## src/rtl/jkff_bank_ctrl_pkg.sv

```systemverilog
// Shared definitions for the JK flip-flop bank controller.
//   - opcode values carried on Cmd_Op
//   - controller state encoding
//   - default run-length field width
//   - small opcode classification helpers
package jkff_ctrl_pkg;

  localparam int unsigned DEF_CNT_W = 8;

  // Opcodes
  localparam logic [2:0] OP_NOP    = 3'd0;
  localparam logic [2:0] OP_CLEAR  = 3'd1;
  localparam logic [2:0] OP_PRESET = 3'd2;
  localparam logic [2:0] OP_LOAD   = 3'd3;
  localparam logic [2:0] OP_UP     = 3'd4;
  localparam logic [2:0] OP_DOWN   = 3'd5;
  localparam logic [2:0] OP_TOGGLE = 3'd6;
  localparam logic [2:0] OP_HOLD   = 3'd7;

  typedef enum logic [2:0] {
    ST_IDLE   = 3'd0,
    ST_PULSE  = 3'd1,
    ST_SETTLE = 3'd2,
    ST_RUN    = 3'd3,
    ST_DONE   = 3'd4
  } state_e;

  // Ops that drive async set/clear and are verified against Q afterwards.
  function automatic logic is_load_op(input logic [2:0] op);
    return (op == OP_CLEAR) || (op == OP_PRESET) || (op == OP_LOAD);
  endfunction

  // Ops whose run length comes from Cmd_Cnt (zero means finish at once).
  function automatic logic is_counted_op(input logic [2:0] op);
    return (op == OP_UP) || (op == OP_DOWN) || (op == OP_HOLD);
  endfunction

endpackage

```

## src/rtl/jkff_bank_ctrl_if.sv

```systemverilog
// Command channel between the lab command source and the bank controller.
//   Cmd_Valid  source -> ctrl  command present
//   Cmd_Ready  ctrl -> source  controller idle, command can be accepted
//   Cmd_Op     source -> ctrl  opcode (see jkff_ctrl_pkg)
//   Cmd_Data   source -> ctrl  load value or toggle mask
//   Cmd_Cnt    source -> ctrl  run length in clocks
// master: the command source; slave: the controller.
interface jkff_bank_ctrl_if #(
  parameter int unsigned WIDTH = 4,
  parameter int unsigned CNT_W = jkff_ctrl_pkg::DEF_CNT_W
);

  logic             Cmd_Valid;
  logic             Cmd_Ready;
  logic [2:0]       Cmd_Op;
  logic [WIDTH-1:0] Cmd_Data;
  logic [CNT_W-1:0] Cmd_Cnt;

  modport master (
    output Cmd_Valid,
    output Cmd_Op,
    output Cmd_Data,
    output Cmd_Cnt,
    input  Cmd_Ready
  );

  modport slave (
    input  Cmd_Valid,
    input  Cmd_Op,
    input  Cmd_Data,
    input  Cmd_Cnt,
    output Cmd_Ready
  );

endinterface

```

## src/rtl/jkff_bank_ctrl_next.sv

```systemverilog
// jk_next_logic: combinational J/K generator for a bank of JK flip-flops.
//   op    in  3      opcode; only UP, DOWN and TOGGLE produce non-zero J/K
//   q     in  WIDTH  current Q of the bank
//   mask  in  WIDTH  toggle mask for TOGGLE
//   j, k  out WIDTH  J and K inputs of the bank (always equal: T-style use)
// UP toggles bit i when all lower bits are 1, DOWN when all lower bits are 0,
// which gives a synchronous binary counter of any width.
module jk_next_logic
  import jkff_ctrl_pkg::*;
#(
  parameter int unsigned WIDTH = 4
) (
  input  logic [2:0]       op,
  input  logic [WIDTH-1:0] q,
  input  logic [WIDTH-1:0] mask,
  output logic [WIDTH-1:0] j,
  output logic [WIDTH-1:0] k
);

  logic [WIDTH-1:0] up_t;
  logic [WIDTH-1:0] dn_t;
  logic [WIDTH-1:0] t;

  // The MSB never feeds a higher stage; wrap-around is implicit.
  logic unused_msb;
  assign unused_msb = q[WIDTH-1];

  // Prefix-AND chains over Q and ~Q.
  always_comb begin
    up_t    = '0;
    dn_t    = '0;
    up_t[0] = 1'b1;
    dn_t[0] = 1'b1;
    for (int i = 1; i < int'(WIDTH); i++) begin
      up_t[i] = up_t[i-1] & q[i-1];
      dn_t[i] = dn_t[i-1] & ~q[i-1];
    end
  end

  always_comb begin
    t = '0;
    case (op)
      OP_UP:     t = up_t;
      OP_DOWN:   t = dn_t;
      OP_TOGGLE: t = mask;
      default:   t = '0;
    endcase
  end

  assign j = t;
  assign k = t;

endmodule

```

## src/rtl/jkff_bank_ctrl.sv

```systemverilog
// jkff_bank_ctrl: command-driven sequencer for a bank of WIDTH 74HC112-style
// JK flip-flops sharing Clk with this controller.
//   Clk      in   rising-edge clock (also clocks the bank)
//   R_N      in   asynchronous active-low reset; forces FF_R high while low
//   cmd      slave side of the command channel (valid/ready, op, data, cnt)
//   FF_Q     in   Q feedback from the bank
//   FF_J/K   out  J/K to the bank, non-zero only while running
//   FF_S/R   out  async set/clear to the bank (active-high), pulsed
//   Busy     out  controller not idle
//   Done     out  one-cycle completion pulse
//   Err      out  one-cycle pulse with Done when a load-type op failed verify
// Load-type ops (CLEAR/PRESET/LOAD) pulse S/R for PULSE_CYC cycles, let the
// bank settle one cycle, then compare Q. Run ops (UP/DOWN/TOGGLE/HOLD) drive
// J/K for exactly N bank clocks.
module jkff_bank_ctrl
  import jkff_ctrl_pkg::*;
#(
  parameter int unsigned WIDTH     = 4,
  parameter int unsigned PULSE_CYC = 2,
  parameter int unsigned CNT_W     = DEF_CNT_W
) (
  input  logic             Clk,
  input  logic             R_N,
  jkff_bank_ctrl_if.slave  cmd,
  input  logic [WIDTH-1:0] FF_Q,
  output logic [WIDTH-1:0] FF_J,
  output logic [WIDTH-1:0] FF_K,
  output logic [WIDTH-1:0] FF_S,
  output logic [WIDTH-1:0] FF_R,
  output logic             Busy,
  output logic             Done,
  output logic             Err
);

  localparam int unsigned PCNT_W = 4;
  localparam logic [PCNT_W-1:0] PULSE_LOAD = PCNT_W'(PULSE_CYC);

  state_e            state_q, state_d;
  logic [2:0]        op_q, op_d;
  logic [WIDTH-1:0]  data_q, data_d;
  logic [CNT_W-1:0]  rem_q, rem_d;
  logic [PCNT_W-1:0] pcnt_q, pcnt_d;
  logic [WIDTH-1:0]  exp_q, exp_d;
  logic [WIDTH-1:0]  s_q, s_d;
  logic [WIDTH-1:0]  r_q, r_d;
  logic              mis_q, mis_d;

  logic [WIDTH-1:0]  j_raw;
  logic [WIDTH-1:0]  k_raw;

  jk_next_logic #(
    .WIDTH (WIDTH)
  ) u_next (
    .op   (op_q),
    .q    (FF_Q),
    .mask (data_q),
    .j    (j_raw),
    .k    (k_raw)
  );

  // Next-state logic
  always_comb begin
    state_d = state_q;
    op_d    = op_q;
    data_d  = data_q;
    rem_d   = rem_q;
    pcnt_d  = pcnt_q;
    exp_d   = exp_q;
    s_d     = s_q;
    r_d     = r_q;
    mis_d   = mis_q;

    unique case (state_q)
      ST_IDLE: begin
        if (cmd.Cmd_Valid) begin
          op_d   = cmd.Cmd_Op;
          data_d = cmd.Cmd_Data;
          mis_d  = 1'b0;
          if (is_load_op(cmd.Cmd_Op)) begin
            pcnt_d  = PULSE_LOAD;
            state_d = ST_PULSE;
            case (cmd.Cmd_Op)
              OP_CLEAR: begin
                s_d   = '0;
                r_d   = '1;
                exp_d = '0;
              end
              OP_PRESET: begin
                s_d   = '1;
                r_d   = '0;
                exp_d = '1;
              end
              default: begin
                // LOAD: each bit is either set or cleared, never both.
                s_d   = cmd.Cmd_Data;
                r_d   = ~cmd.Cmd_Data;
                exp_d = cmd.Cmd_Data;
              end
            endcase
          end else if (is_counted_op(cmd.Cmd_Op)) begin
            rem_d   = cmd.Cmd_Cnt;
            state_d = (cmd.Cmd_Cnt == '0) ? ST_DONE : ST_RUN;
          end else if (cmd.Cmd_Op == OP_TOGGLE) begin
            rem_d   = CNT_W'(1);
            state_d = ST_RUN;
          end else begin
            state_d = ST_DONE;
          end
        end
      end

      ST_PULSE: begin
        if (pcnt_q <= PCNT_W'(1)) begin
          s_d     = '0;
          r_d     = '0;
          state_d = ST_SETTLE;
        end else begin
          pcnt_d = pcnt_q - PCNT_W'(1);
        end
      end

      ST_SETTLE: begin
        mis_d   = (FF_Q != exp_q);
        state_d = ST_DONE;
      end

      ST_RUN: begin
        // Leaving on remaining == 1 gives exactly N edges with J/K driven.
        rem_d = rem_q - CNT_W'(1);
        if (rem_q == CNT_W'(1)) begin
          state_d = ST_DONE;
        end
      end

      ST_DONE: begin
        state_d = ST_IDLE;
      end

      default: begin
        s_d     = '0;
        r_d     = '0;
        state_d = ST_IDLE;
      end
    endcase
  end

  always_ff @(posedge Clk or negedge R_N) begin
    if (!R_N) begin
      state_q <= ST_IDLE;
      op_q    <= OP_NOP;
      data_q  <= '0;
      rem_q   <= '0;
      pcnt_q  <= '0;
      exp_q   <= '0;
      s_q     <= '0;
      r_q     <= '0;
      mis_q   <= 1'b0;
    end else begin
      state_q <= state_d;
      op_q    <= op_d;
      data_q  <= data_d;
      rem_q   <= rem_d;
      pcnt_q  <= pcnt_d;
      exp_q   <= exp_d;
      s_q     <= s_d;
      r_q     <= r_d;
      mis_q   <= mis_d;
    end
  end

  // Outputs
  always_comb begin
    cmd.Cmd_Ready = (state_q == ST_IDLE);
    Busy          = (state_q != ST_IDLE);
    Done          = (state_q == ST_DONE);
    Err           = (state_q == ST_DONE) & mis_q;
    FF_S          = s_q;
    // Clear the bank directly off the reset pin, independent of the clock.
    FF_R          = r_q | {WIDTH{~R_N}};
    FF_J          = (state_q == ST_RUN) ? j_raw : '0;
    FF_K          = (state_q == ST_RUN) ? k_raw : '0;
  end

endmodule

```

## src/flat_wrapper.sv

```systemverilog
// flat-port wrapper written by rule: the top's interface ports become plain ports
module jkff_bank_ctrl_flat import jkff_ctrl_pkg::*;
#(
  parameter int unsigned WIDTH     = 4,
  parameter int unsigned PULSE_CYC = 2,
  parameter int unsigned CNT_W     = DEF_CNT_W
)
  (Clk, R_N, FF_Q, FF_J, FF_K, FF_S, FF_R, Busy, Done, Err, cmd_Cmd_Valid, cmd_Cmd_Op, cmd_Cmd_Data, cmd_Cmd_Cnt, cmd_Cmd_Ready);
  jkff_bank_ctrl_if #(.WIDTH(WIDTH), .CNT_W(CNT_W)) cmd_i ();
  input  logic Clk;
  input  logic R_N;
  input  logic [WIDTH-1:0] FF_Q;
  output logic [WIDTH-1:0] FF_J;
  output logic [WIDTH-1:0] FF_K;
  output logic [WIDTH-1:0] FF_S;
  output logic [WIDTH-1:0] FF_R;
  output logic Busy;
  output logic Done;
  output logic Err;
  input wire logic [$bits(cmd_i.Cmd_Valid)-1:0] cmd_Cmd_Valid;
  input wire logic [$bits(cmd_i.Cmd_Op)-1:0] cmd_Cmd_Op;
  input wire logic [$bits(cmd_i.Cmd_Data)-1:0] cmd_Cmd_Data;
  input wire logic [$bits(cmd_i.Cmd_Cnt)-1:0] cmd_Cmd_Cnt;
  output wire logic [$bits(cmd_i.Cmd_Ready)-1:0] cmd_Cmd_Ready;
  assign cmd_i.Cmd_Valid = cmd_Cmd_Valid;
  assign cmd_i.Cmd_Op = cmd_Cmd_Op;
  assign cmd_i.Cmd_Data = cmd_Cmd_Data;
  assign cmd_i.Cmd_Cnt = cmd_Cmd_Cnt;
  assign cmd_Cmd_Ready = cmd_i.Cmd_Ready;
  jkff_bank_ctrl #(.WIDTH(WIDTH), .PULSE_CYC(PULSE_CYC), .CNT_W(CNT_W)) u_core (.Clk(Clk), .R_N(R_N), .cmd(cmd_i), .FF_Q(FF_Q), .FF_J(FF_J), .FF_K(FF_K), .FF_S(FF_S), .FF_R(FF_R), .Busy(Busy), .Done(Done), .Err(Err));
endmodule
```

## config.mk

```make
export PLATFORM = sky130hd
export DESIGN_NAME = jkff_bank_ctrl_flat
export DESIGN_NICKNAME = d
export VERILOG_FILES = /design/src/rtl/jkff_bank_ctrl_pkg.sv /design/src/rtl/jkff_bank_ctrl_if.sv /design/src/rtl/jkff_bank_ctrl_next.sv /design/src/rtl/jkff_bank_ctrl.sv /design/src/flat_wrapper.sv
export SDC_FILE = /design/constraint.sdc
export NUM_CORES = 1
export LEC_CHECK = 0
export BUFFER_PORTS_ARGS = -buffer_cell sky130_fd_sc_hd__buf_4
export CAP_MARGIN = 30
export CORE_MARGIN = 1
export CORE_UTILIZATION = 55
export CTS_CLUSTER_SIZE = 24
export DETAILED_ROUTE_END_ITERATION = 8
export PLACE_DENSITY = 0.8
export SYNTH_ARGS = -nofsm -noshare
export SYNTH_HDL_FRONTEND = slang
export SYNTH_SLANG_ARGS = --single-unit
```

## constraint.sdc

```tcl
create_clock -name Clk -period 2.86 [get_ports Clk]
set_input_delay 0 -clock Clk [delete_from_list [all_inputs] [get_ports Clk]]
set_output_delay 0 -clock Clk [all_outputs]
set_load 0.01 [all_outputs]
```

* Word level (Yosys, flattened, before mapping)
Cells that the tools add are included.
** Word-level totals
- Bits in registers :: 35
- Output and inout port bits :: 20
- Word-level logic and storage cells :: 95
- Bits of input ports :: 22
** Operators by class
- Reductions and logical operators :: 18
- $add $sub $neg :: 2
- Mux-type cells :: 30
- Bitwise operators :: 12
- $lt $le $gt $ge :: 1
- Equality and inequality tests :: 23
** Operator list (count)
- 4-bit 2-to-1 mux :: 9
- 4-bit case mux with 3 select lines :: 3
- 8-bit 2-to-1 mux :: 4
- 3-bit equality test (second input constant) :: 8
- 4-bit case mux with 2 select lines :: 3
- 3-bit 2-to-1 mux :: 7
- 8-bit case mux with 2 select lines :: 1
- 3-bit by 2-bit equality test with 1-bit output (second input constant) :: 4
- 3-bit case mux with 4 select lines :: 1
- 4-bit AND reduction :: 3
- 8-bit by 1-bit equality test with 1-bit output (second input constant) :: 1
- 8-bit zero test :: 1
- 8-bit by 1-bit subtractor with 8-bit output (second input constant) :: 1
- 3-bit by 1-bit equality test with 1-bit output (second input constant) :: 2
- 2-bit by 1-bit != test with 1-bit output (second input constant) :: 3
- 2-bit != test (second input constant) :: 3
- 3-bit AND reduction :: 2
- 2-bit nonzero test :: 3
- 1-bit bitwise AND :: 5
- 1-bit NOT :: 5
- 4-bit by 1-bit <= comparator with 1-bit output (second input constant) :: 1
- 1-bit logical OR :: 4
- 4-bit != test :: 1
- 4-bit NOT :: 1
- other kinds (9) :: 10

* Logic depth before layout (Yosys ltp)
Gate-level depths: netlist of the first run.
- Word-level depth :: 7
- Gate-level depth with buffers :: 7
- Mapped depth without buffers :: 6

* By module
Synthesis of the first run repeated with hierarchy kept, for this count alone.
** Unflattened totals
- Cells, all modules :: 229
- Area, all modules :: 2085.8 µm²
** By module, submodules not included
- jkff_bank_ctrl :: cells each 206, area each 1933.1 µm², instances 1, seq. area each 875.8 µm²
- jk_next_logic :: cells each 23, area each 152.6 µm², instances 1, seq. area each 0.0 µm²

* Worst setup path after synthesis of the first run
Ideal clock, no wire load.
- Kind :: register -> register
- From :: reg u_core.state_q[2]
- To :: reg u_core.s_q[2], in the netlist u_core.FF_S[2]
- Setup slack :: 0.811 ns
- Arrival time :: 1.945 ns
- Buffers on the path :: 3
- Required time :: 2.756 ns
- Library setup time :: 0.104 ns
- Period minus slack after synthesis :: 2.049 ns
- Cell stages (with the launch flop) :: 8
- Cells stage by stage :: dfrtp_1 buf_6 or4b_4 buf_6 or3_4 buf_6 or2_1 o311ai_1
** On the way
- Longest elaborated chain between the ends :: 4
- Elaborated cells between the ends (all ways) :: 12
- Classes of those cells :: eq/ne: 7; mux: 1; bitwise: 1; reduce/logical: 3
** RTL lines
- from (decl) :: RTL line jkff_bank_ctrl.sv:38 : state_e state_q, state_d;
- from (signal assigned) :: RTL line jkff_bank_ctrl.sv:159 : state_q <= state_d;
- 3-bit equality test or 3-bit by 2-bit equality test with 1-bit output (tied branches) :: RTL line jkff_bank_ctrl.sv:73 : unique case (state_q)
- 3-bit OR reduction (no source line)
- 1-bit NOT (no source line)
- 4-bit AND reduction (no source line)
- to (signal assigned) :: RTL line jkff_bank_ctrl.sv:155 : s_q <= '0;
- to (signal assigned) :: RTL line jkff_bank_ctrl.sv:165 : s_q <= s_d;
- to (decl) :: RTL line jkff_bank_ctrl.sv:44 : logic [WIDTH-1:0] s_q, s_d;
Several ways; a longest one is shown, not always the timed one.
A chain may end at the register's enable or synchronous reset.

* Worst setup path after layout of the first run
- From :: reg u_core.state_q[1]
- To :: reg u_core.s_q[3], in the netlist u_core.FF_S[3]
Same word-level chain as after synthesis.

==> results of run 1 <==
==> metal layers <==
layer	global-route usage	up-vias
met5	0	-
met4	0.0889	0
met3	0.0616	8
met2	0.412	55
met1	0.340	906
li1	-	989
==> power groups by stage <==
| stage | logic (mW) | clock network (mW) | registers, mW |
|---|---|---|---|
| after detailed placement | 1.06 | 0 | 0.911 |
| after floorplan | 0.791 | 0 | 0.866 |
| final | 1.07 | 0.344 | 0.910 |
| after global placement | 1.04 | 0 | 0.907 |
| after global routing | 1.19 | 0.368 | 0.942 |
| after CTS | 1.07 | 0.350 | 0.905 |
==> timing repair <==
item | 4_1_cts | 5_1_grt
buffers inserted | 0 | 0
hold endpoints to repair | 46 | 0
resized for setup | 0 | 0
hold buffers | 12 | 0
==> worst max-delay path, cell delays in order, from the launching register on <==
cell and delay, ns:
dfrtp_1 0.49, or4b_4 0.63, or3_4 0.46, or2_2 0.33, o311ai_0 0.10
==> cells by family after synthesis <==
| kind of cell | Yosys count |
|---|---|
| compound gates | 55 |
| xor+xnor | 6 |
| fa+ha+maj | 4 |
| buf+inv | 35 |
| flops | 35 |
| mux | 2 |
| simple gates | 113 |
==> sequential cells by signal, summed over array words and instances (netlist names) <==
name            flops
u_core.mis_q        1
u_core.exp_q        4
u_core.op_q         3
u_core.data_q       4
u_core.pcnt_q       4
u_core.rem_q        8
u_core.r_q          4
u_core.FF_S         4
u_core.state_q      3
==> path summary, 6_finish.rpt <==
check	slack, ns	cells past startpoint	end	start
worst max-delay path	0.73	4	u_core.FF_S[3]	u_core.state_q[1]
worst max register to register	0.73	4	u_core.FF_S[3]	u_core.state_q[1]
max in group asynchronous	2.33	2	u_core.state_q[0]	R_N
worst min-delay path	0.01	3	u_core.state_q[2]	cmd_Cmd_Valid
min in group asynchronous	0.20	2	u_core.rem_q[6]	R_N
worst min register to register	0.48	2	u_core.op_q[2]	u_core.op_q[2]
==> cell type report <==
| type | count | area, um^2 | area share |
|---|---|---|---|
| multi-input combinational | 180 | 1100 | 0.418 |
| tap | 48 | 60.1 | 0.0228 |
| timing repair buffer | 56 | 450 | 0.171 |
| sequential | 35 | 876 | 0.333 |
| inverter | 16 | 60.1 | 0.0228 |
| clock buffer | 5 | 68.8 | 0.0262 |
| clock inverter | 3 | 15.0 | 0.00571 |
==> cells in the final DEF (no fill, tap or decap), types with 5 or more instances in the layout <==
| master | Yosys | routed |
|---|---|---|
| nand2_1 | 45 | 45 |
| buf_4 | 4 | 44 |
| dfrtp_1 | 35 | 35 |
| inv_1 | 16 | 16 |
| nor2_1 | 14 | 14 |
| nor3_1 | 12 | 12 |
| dlygate4sd3_1 | 0 | 12 |
| a31oi_1 | 8 | 8 |
| nand3_1 | 7 | 7 |
| a22oi_1 | 5 | 5 |
| nand2b_1 | 5 | 5 |
| o311ai_0 | 5 | 5 |
| nor4_1 | 5 | 5 |
| xnor2_1 | 5 | 5 |
| clkbuf_8 | 0 | 5 |
==> reports/results.ini, run 1 <==
[outcome]
status=completed

[routing]
routedWlPerCell_um=14.3
route.met2.wl_um=2310
top_layer=met4
viasPerCell=5.71
drcViolationCount=0
met3_length_um=249
drt_iter0_markers=99
routed-via-count=1958
dr.pass1.iters=4
antenna_left=0
wl_met1_um=2270
drt-total-wl_um=4890

[setup_path]
cp_max_fo=12
required_ns=3.03
crit_type=reg2reg
worstPathArrival_ns=2.30
critPathCaptureType=flop
critPathLaunchType=flop

[synth]
synth-simple-area-share=0.264
synth_mux_area_frac=0.00934
ys_types=52
synth_top_area_share=0.409
yosysWarnings=0
synth-compound-area-share=0.191
avgSynthCellArea_um2=8.57
post-synth-top-count-cell=nand2_1
synth_edf_count=0
syn_area_um2=2140
yosysSeqAreaShare=0.409
yosysTopAreaCell=dfrtp_1
ys_ff_latch=35
synthCells=250
synthArstFlopShare=1.00
synth_top_family_by_area=simple AND/OR/NAND/NOR gates
synth.net_count=276
synth_commonest_cells=nand2_1 (45), dfrtp_1 (35), inv_1 (16)
synth_flop_cell=dfrtp_1
synth_area_leaders=dfrtp_1 (41%), nand2_1 (7.9%), nor3_1 (2.8%)
synth-adder-area-share=0.0234
synthXorXnorAreaFrac=0.0245

[finish]
utilization=0.713
n_fill_cell=306
fin_cells=343
stdcell_area_um2=2630
syn_to_final_growth_pct=22.7
antenna_cells=0
fin_nets=320
layout-drive-gt1-share=0.193

[die]
die_y_um=64.4
die_w_um=64.4
dieArea_um2=4150
io_pins=42
initial_core_util=0.581
fp.coreArea_um2=3690
rows=22

[placed_design]
dpl-instance-area_um2=2420
place_congestion=0.858
detailed_place_hpwl_um=3470
port_buffers=41
place_inst=323
post-place-ws_ns=0.751

[pwr]
pwr-share-seq=0.391
p_per_area_nw_per_um2=885
swShare=0.417
pwr-share-clk=0.148
finalPower_mw=2.33
ir_worst_vdd_mv=0.534
switching_power_mw=0.971
p_comb_frac=0.461
leakagePower_nw=1.22
internal_power_mw=1.36

[clock_network]
cts_tree=done
cts_buffer_depth=2
clk_latency_ns=0.29
cts_root_buf=clkbuf_8
path_clk_slew_ns=0.07
cts_htree_levels=2
cts_buffers=5
clock-sinks=35

[timing]
hold_ws_ns=0.0139
tightest_slew_ns=0.856
finalCritPeriodShare=0.743
layout_setup_ws_ns=0.734
fin_skew_ns=0.00333
fin_crit_ns=2.13
tns_ns=0
drv_slew=0
relSlewSlack=0.421
rsz0062_at_grt=no
hold_viol=0
setup_violations=0
fmax_ghz=0.470

[grt]
antenna_found_initial=0
grt_max_degree=40
grtUsageTotal=0.257
grt_pass1_vias=1776
grt_pass1_wl_um=8110
overflow=0

[job]
maxCapViolations=0

[hold_path]
holdCritPathClass=in2reg

Note: power is estimated with default switching activity, not from simulation.
==> run 2, diff against run 1 <==
==> constraint.sdc (replaced) <==
create_clock -name Clk -period 2 [get_ports Clk]
set_input_delay 0 -clock Clk [delete_from_list [all_inputs] [get_ports Clk]]
set_output_delay 0 -clock Clk [all_outputs]
set_load 0.01 [all_outputs]
==> run 2 against run 1 <==
Against the previous run:
- worst hold slack worse by 0.0042 ns
- largest power group unchanged
- clock skew up 0.0019 ns
- largest cell class unchanged
- worst setup slack worse by 0.66 ns
- critical path type is now reg2out
- sequential cell count unchanged
- routed wire length up 7.2%
- utilization up 1.4 points
- register-to-register slack worse by 0.60 ns
- cell area up 2.0%
==> reports/results.ini, run 2 (synthesized netlist as in run 1, its figures left out) <==
[finish]
top_register=u_core.rem_q
layout_common_cells=buf_4 (52), nand2_1 (45), dfrtp_1 (34), inv_1 (16), nor2_1 (13)
syn_to_final_growth_pct=25.1
stdcell_area_um2=2680  ; +2.0%
fin_nets=328  ; +2.5%
antenna_cells=0  ; unchanged
layout-drive-gt1-share=0.213  ; +0.0194
largest_reg_flops=8  ; unchanged
utilization=0.727  ; +0.0142
final_common_cell=buf_4

[clock_network]
post_cts_buffers=0  ; unchanged
path_clk_slew_ns=0.06  ; about the same
cts_buffers=5  ; unchanged
cts_tree=done
cts_htree_levels=2  ; unchanged
clock-sinks=35  ; unchanged
clk_latency_ns=0.28  ; about the same
cts_root_buf=clkbuf_8
cts_buffer_depth=2  ; unchanged

[pwr]
switching_power_mw=1.39  ; +44%
finalPower_mw=3.41  ; +47%
pwr-share-seq=0.378  ; -0.013
swShare=0.409  ; -0.00875
p_comb_frac=0.487  ; +0.026
ir_worst_vdd_mv=0.767  ; +44%
leakagePower_nw=1.25  ; +2.3%
internal_power_mw=2.02  ; +49%
p_per_area_nw_per_um2=1270  ; +44%
pwr-share-clk=0.135  ; -0.013

[setup_path]
crit_type=reg2out
critPathCaptureType=output port
critical-path-max-stage-delay_ns=0.70  ; +0.07 ns
path_delay_family=simple AND/OR/NAND/NOR gates
worstReg2RegStart=u_core.state_q[2]
required_ns=2.00  ; -1.03 ns
critPathBufInv=1  ; +1
cp-startpoint=u_core.op_q[1]
cp_slowest_cell=or4b_2
cp_max_fo=8  ; -4
reg2reg_slack_ns=0.13  ; -0.60 ns
critPathLaunchType=flop
worstPathArrival_ns=1.93  ; -0.37 ns
crit_chain=or4b_2 -> o22a_1 -> nor2_2 -> buf_4

[placed_design]
place_congestion=0.933  ; +8.6%
dpl-instance-area_um2=2480  ; +2.5%
detailed_place_hpwl_um=3580  ; +3.3%
post-place-ws_ns=0.144  ; -0.607 ns
port_buffers=41  ; unchanged

[grt]
grtUsageTotal=0.283  ; +0.0258
grt_pass1_wl_um=8940  ; +10%
grt_pass1_vias=1900  ; +7.0%
grt_max_degree=40  ; unchanged
overflow=0  ; unchanged
antenna_found_initial=0  ; unchanged

[routing]
routed-via-count=2014  ; +2.9%
drt_iter0_markers=168  ; +70%
viasPerCell=5.77  ; +1.1%
antenna_left=0  ; unchanged
drt-total-wl_um=5240  ; +7.2%
routedWlPerCell_um=15.0  ; +5.3%
dr.pass1.iters=4  ; unchanged
drcViolationCount=0  ; unchanged

[timing]
drv_slew=0  ; unchanged
hold_viol=0  ; unchanged
fmax_ghz=0.519
rsz0062_at_grt=no
layout_setup_ws_ns=0.0744  ; -0.660 ns
setup_violations=0  ; unchanged
tns_ns=0  ; unchanged
tightest_slew_ns=0.473  ; -0.383 ns
relSlewSlack=0.685  ; +0.264
fin_crit_ns=1.93
fin_skew_ns=0.00522  ; +0.00188 ns
finalCritPeriodShare=0.963

[die]
io_pins=42  ; unchanged
initial_core_util=0.581  ; unchanged
die_y_um=64.4  ; unchanged
dieArea_um2=4150  ; unchanged
fp.coreArea_um2=3690  ; unchanged
rows=22  ; unchanged
die_w_um=64.4  ; unchanged

[hold_path]
holdCritPathClass=in2reg
hold_start=cmd_Cmd_Cnt[2]

[job]
maxCapViolations=0  ; unchanged

[outcome]
status=completed

==> run 2: cell types whose count changed in the layout (fill, tap and decap cells not counted) <==
cell / before / now
buf_4: 44 / 52
dfrtp_2: 0 / 1
dfrtp_1: 35 / 34
clkinv_2: 3 / 0
nor2_2: 0 / 1
clkbuf_1: 0 / 1
nor2_1: 14 / 13
==> run 2: layout make-up <==
type	count	area, um^2
well taps	48	60.1
fillers	284	1010
flip-flops and latches	35	877
multi-input cells	180	1100
inverters	16	60.1
clock buffers	6	72.6
repair buffers	64	510
==> run 2: worst paths after layout <==
| path | to | cells past startpoint |
|---|---|---|
| hold reg to reg | u_core.data_q[1] | 2 |
| setup reg to reg | u_core.FF_S[3] | 4 |
| max in group asynchronous | u_core.op_q[1] | 2 |
| setup / recovery | FF_K[3] | 4 |
| hold / removal | u_core.rem_q[2] | 3 |
| min in group asynchronous | u_core.rem_q[5] | 2 |
==> run 2: what timing repair did <==
item	4_1_cts	5_1_grt
hold buffers	12	0
setup endpoints to repair	0	2
resized for setup	0	2
hold endpoints to repair	46	0
==> run 2: power groups by stage <==
stage	Clock [mW]	Combinational, mW	Sequential, mW
6_report	0.461	1.66	1.29
5_1_grt	0.493	1.87	1.34
4_1_cts	0.468	1.65	1.28
3_5_place_dp	0	1.63	1.29
3_3_place_gp	0	1.60	1.28
2_1_floorplan	0	1.13	1.24
==> run 2: per-stage QoR <==
stage | hold slack [ns] | instances
2_1_floorplan | -0.296 | 250
3_3_place_gp | -0.0112 | 331
6_report | 0.00972 | 349
5_1_grt | 0.0230 | 349
3_5_place_dp | -0.0108 | 331
4_1_cts | 0.00499 | 349
==> run 2: layer usage <==
layer | track usage | vias to the layer above | share of wire
met5 | 0 | - | 0
met3 | 0.0387 | 11 | 0.062
met2 | 0.442 | 75 | 0.47
met4 | 0.114 | 0 | 0.017
li1 | - | 993 | -
met1 | 0.395 | 935 | 0.45
==> run 2: worst register-to-register path, stage by stage, from the launching register on <==
cell and delay [ns]:
dfrtp_1 0.38, or4b_4 0.54, or3_4 0.41, or2_2 0.33, o311ai_0 0.10
==> run 3, diff against run 2 <==
--- a/config.mk
+++ b/config.mk
@@ -8,10 +8,9 @@
 export BUFFER_PORTS_ARGS = -buffer_cell sky130_fd_sc_hd__buf_4
 export CAP_MARGIN = 30
 export CORE_MARGIN = 1
-export CORE_UTILIZATION = 55
+export CORE_UTILIZATION = 39
 export CTS_CLUSTER_SIZE = 24
 export DETAILED_ROUTE_END_ITERATION = 8
-export PLACE_DENSITY = 0.8
 export SYNTH_ARGS = -nofsm -noshare
 export SYNTH_HDL_FRONTEND = slang
 export SYNTH_SLANG_ARGS = --single-unit
==> run 3 against run 2 <==
Against the previous run:
- routed wire length down 0.86%
- utilization down 20 points
- final cell count up 6.6%
- first-iteration DRC count down 1.2%
- worst hold slack better by 0.0089 ns
- global-route usage down 8.7 points
- sequential share of layout area down 0.57 points
- highest routed layer unchanged
- largest cell class unchanged
- cell area up 1.6%
- critical endpoint unchanged
- worst setup slack worse by 0.0077 ns
- register-to-register slack about the same
- clock skew down 0.00094 ns
==> reports/results.ini, run 3 (synthesized netlist as in run 1, its figures left out) <==
[timing]
drv_slew=0  ; unchanged
hold_viol=0  ; unchanged
setup_violations=0  ; unchanged
relSlewSlack=0.752  ; +0.0672
fin_crit_ns=1.93  ; +0.00768 ns
finalCritPeriodShare=0.967  ; +0.00384
fin_skew_ns=0.00428  ; -0.000937 ns
hold_ws_ns=0.0186  ; +0.00885 ns
fmax_ghz=0.517  ; -0.40%
rsz0062_at_grt=no
tightest_slew_ns=0.367  ; -0.105 ns
tns_ns=0  ; unchanged

[finish]
stdcell_area_um2=2730  ; +1.6%
final_common_cell=buf_4
multiInputGateArea_um2=1100  ; unchanged
fin_nets=327  ; -0.30%
n_fill_cell=501  ; +76%
syn_to_final_growth_pct=27.1
layout-drive-gt1-share=0.215  ; +0.00261
regArea_um2=876  ; -0.14%
antenna_cells=0  ; unchanged
layout_common_cells=buf_4 (52), nand2_1 (44), dfrtp_1 (35), inv_1 (16), nor2_1 (14)
largest_reg_flops=8  ; unchanged
top_register=u_core.rem_q

[setup_path]
required_ns=2.00  ; about the same
path_delay_family=simple AND/OR/NAND/NOR gates
critPathLaunchType=flop
crit_type=reg2out
worstReg2RegStart=u_core.state_q[2]
critPathBufInv=1  ; unchanged
worstPathArrival_ns=1.93  ; about the same
reg2reg_slack_ns=0.12  ; about the same
critical-path-max-stage-delay_ns=0.71  ; about the same
r2r-end=u_core.FF_S[3]
critPathCaptureType=output port
cp_max_fo=8  ; unchanged
reg2reg_depth=4  ; unchanged
cp_slowest_cell=or4b_2
crit_chain=or4b_2 -> o22a_1 -> nor2_1 -> buf_4

[hold_path]
hold_start=cmd_Cmd_Cnt[2]
holdCritPathClass=in2reg
holdPathEnd=u_core.rem_q[2]
holdPathStages=3  ; unchanged

[die]
dieArea_um2=5800  ; +40%
initial_core_util=0.412  ; -0.169
io_pins=42  ; unchanged
rows=26  ; +18%
fp.coreArea_um2=5200  ; +41%
die_w_um=76.1  ; +18%
die_y_um=76.1  ; +18%

[clock_network]
cts_buffers=5  ; unchanged
post_cts_buffers=0  ; unchanged
cts_tree=done
clk_latency_ns=0.29  ; about the same
cts_buffer_depth=2  ; unchanged
clock-sinks=35  ; unchanged
cts_htree_levels=2  ; unchanged
path_clk_slew_ns=0.07  ; about the same
cts_root_buf=clkbuf_8

[pwr]
switching_power_mw=1.40  ; +0.73%
internal_power_mw=2.09  ; +3.7%
leakagePower_nw=1.26  ; +1.0%
pwr-share-clk=0.162  ; +0.027
p_per_area_nw_per_um2=1280  ; +0.84%
ir_worst_vdd_mv=0.625  ; -18%
pwr-share-seq=0.366  ; -0.012
p_comb_frac=0.471  ; -0.016
swShare=0.402  ; -0.00701

[grt]
overflow=0  ; unchanged
grt_pass1_vias=1934  ; +1.8%
grt_pass1_wl_um=9120  ; +2.0%
grt_max_degree=21  ; -48%
grtUsageTotal=0.196  ; -0.0867
antenna_found_initial=0  ; unchanged

[placed_design]
place_congestion=0.817  ; -12%
dpl-instance-area_um2=2510  ; +1.1%
port_buffers=41  ; unchanged
detailed_place_hpwl_um=3800  ; +6.1%

[routing]
dr.pass1.iters=4  ; unchanged
routedWlPerCell_um=14.0  ; -7.0%
antenna_left=0  ; unchanged
drt_iter0_markers=166  ; -1.2%
routed-via-count=1998  ; -0.79%
viasPerCell=5.37  ; -6.9%
drcViolationCount=0  ; unchanged
drt-total-wl_um=5200  ; -0.86%

[outcome]
status=completed

[job]
maxCapViolations=0  ; unchanged

-- run 3: area by class of cell --
cell class,count,share of cell area
multi-input combinational,180,0.404
tap,70,0.0321
sequential,35,0.321
inverter,16,0.0220
clock buffer,8,0.0367
timing repair buffer,63,0.184
-- run 3: repair_timing --
item / CTS / global route
setup endpoints to repair: 0 / 1
hold endpoints to repair: 45 / 0
hold buffers: 11 / 0
resized for setup: 0 / 1
-- run 3: routing by layer --
| layer | track usage | wire (um) | up-vias |
|---|---|---|---|
| met5 | 0 | 0 | - |
| met4 | 0.0558 | 66 | 0 |
| met3 | 0.0359 | 202 | 8 |
| met2 | 0.323 | 2360 | 39 |
| met1 | 0.263 | 2570 | 950 |
| li1 | - | - | 1001 |
-- run 3: metrics by stage --
step            util  power [mW]  worst slack, ns  cells
3_3_place_gp   0.483        2.90            0.163    353
5_1_grt        0.524        3.80          0.00342    372
2_1_floorplan      -        2.37          0.00485    250
3_5_place_dp   0.483        2.92            0.118    353
6_report       0.524        3.50           0.0667    372
4_1_cts        0.523        3.51           0.0594    372
-- run 3: worst reg2reg max path, stage by stage, from the launching register on --
cell and delay, ns:
dfrtp_1 0.38, or4b_4 0.54, or3_4 0.42, or2_2 0.33
o311ai_0 0.10
-- run 3: worst max-delay path by stage --
stage	startpoint	to	slack [ns]	depth (start not counted)
floorplan	u_core.state_q[2]	u_core.FF_S[2]	0.005	7
global placement	u_core.state_q[2]	u_core.rem_q[6]	0.16	6
detailed placement	u_core.state_q[2]	u_core.rem_q[6]	0.12	6
CTS	u_core.op_q[1]	FF_K[3]	0.06	4
global route	u_core.op_q[1]	FF_K[3]	0.003	4
finish	u_core.op_q[1]	FF_K[3]	0.07	4
-- run 3: power groups by stage --
| stage | combinational, mW | sequential, mW | clock, mW |
|---|---|---|---|
| floorplan | 1.13 | 1.24 | 0 |
| global placement | 1.61 | 1.29 | 0 |
| detailed placement | 1.63 | 1.29 | 0 |
| CTS | 1.65 | 1.28 | 0.584 |
| global route | 1.86 | 1.33 | 0.610 |
| finish | 1.65 | 1.28 | 0.568 |
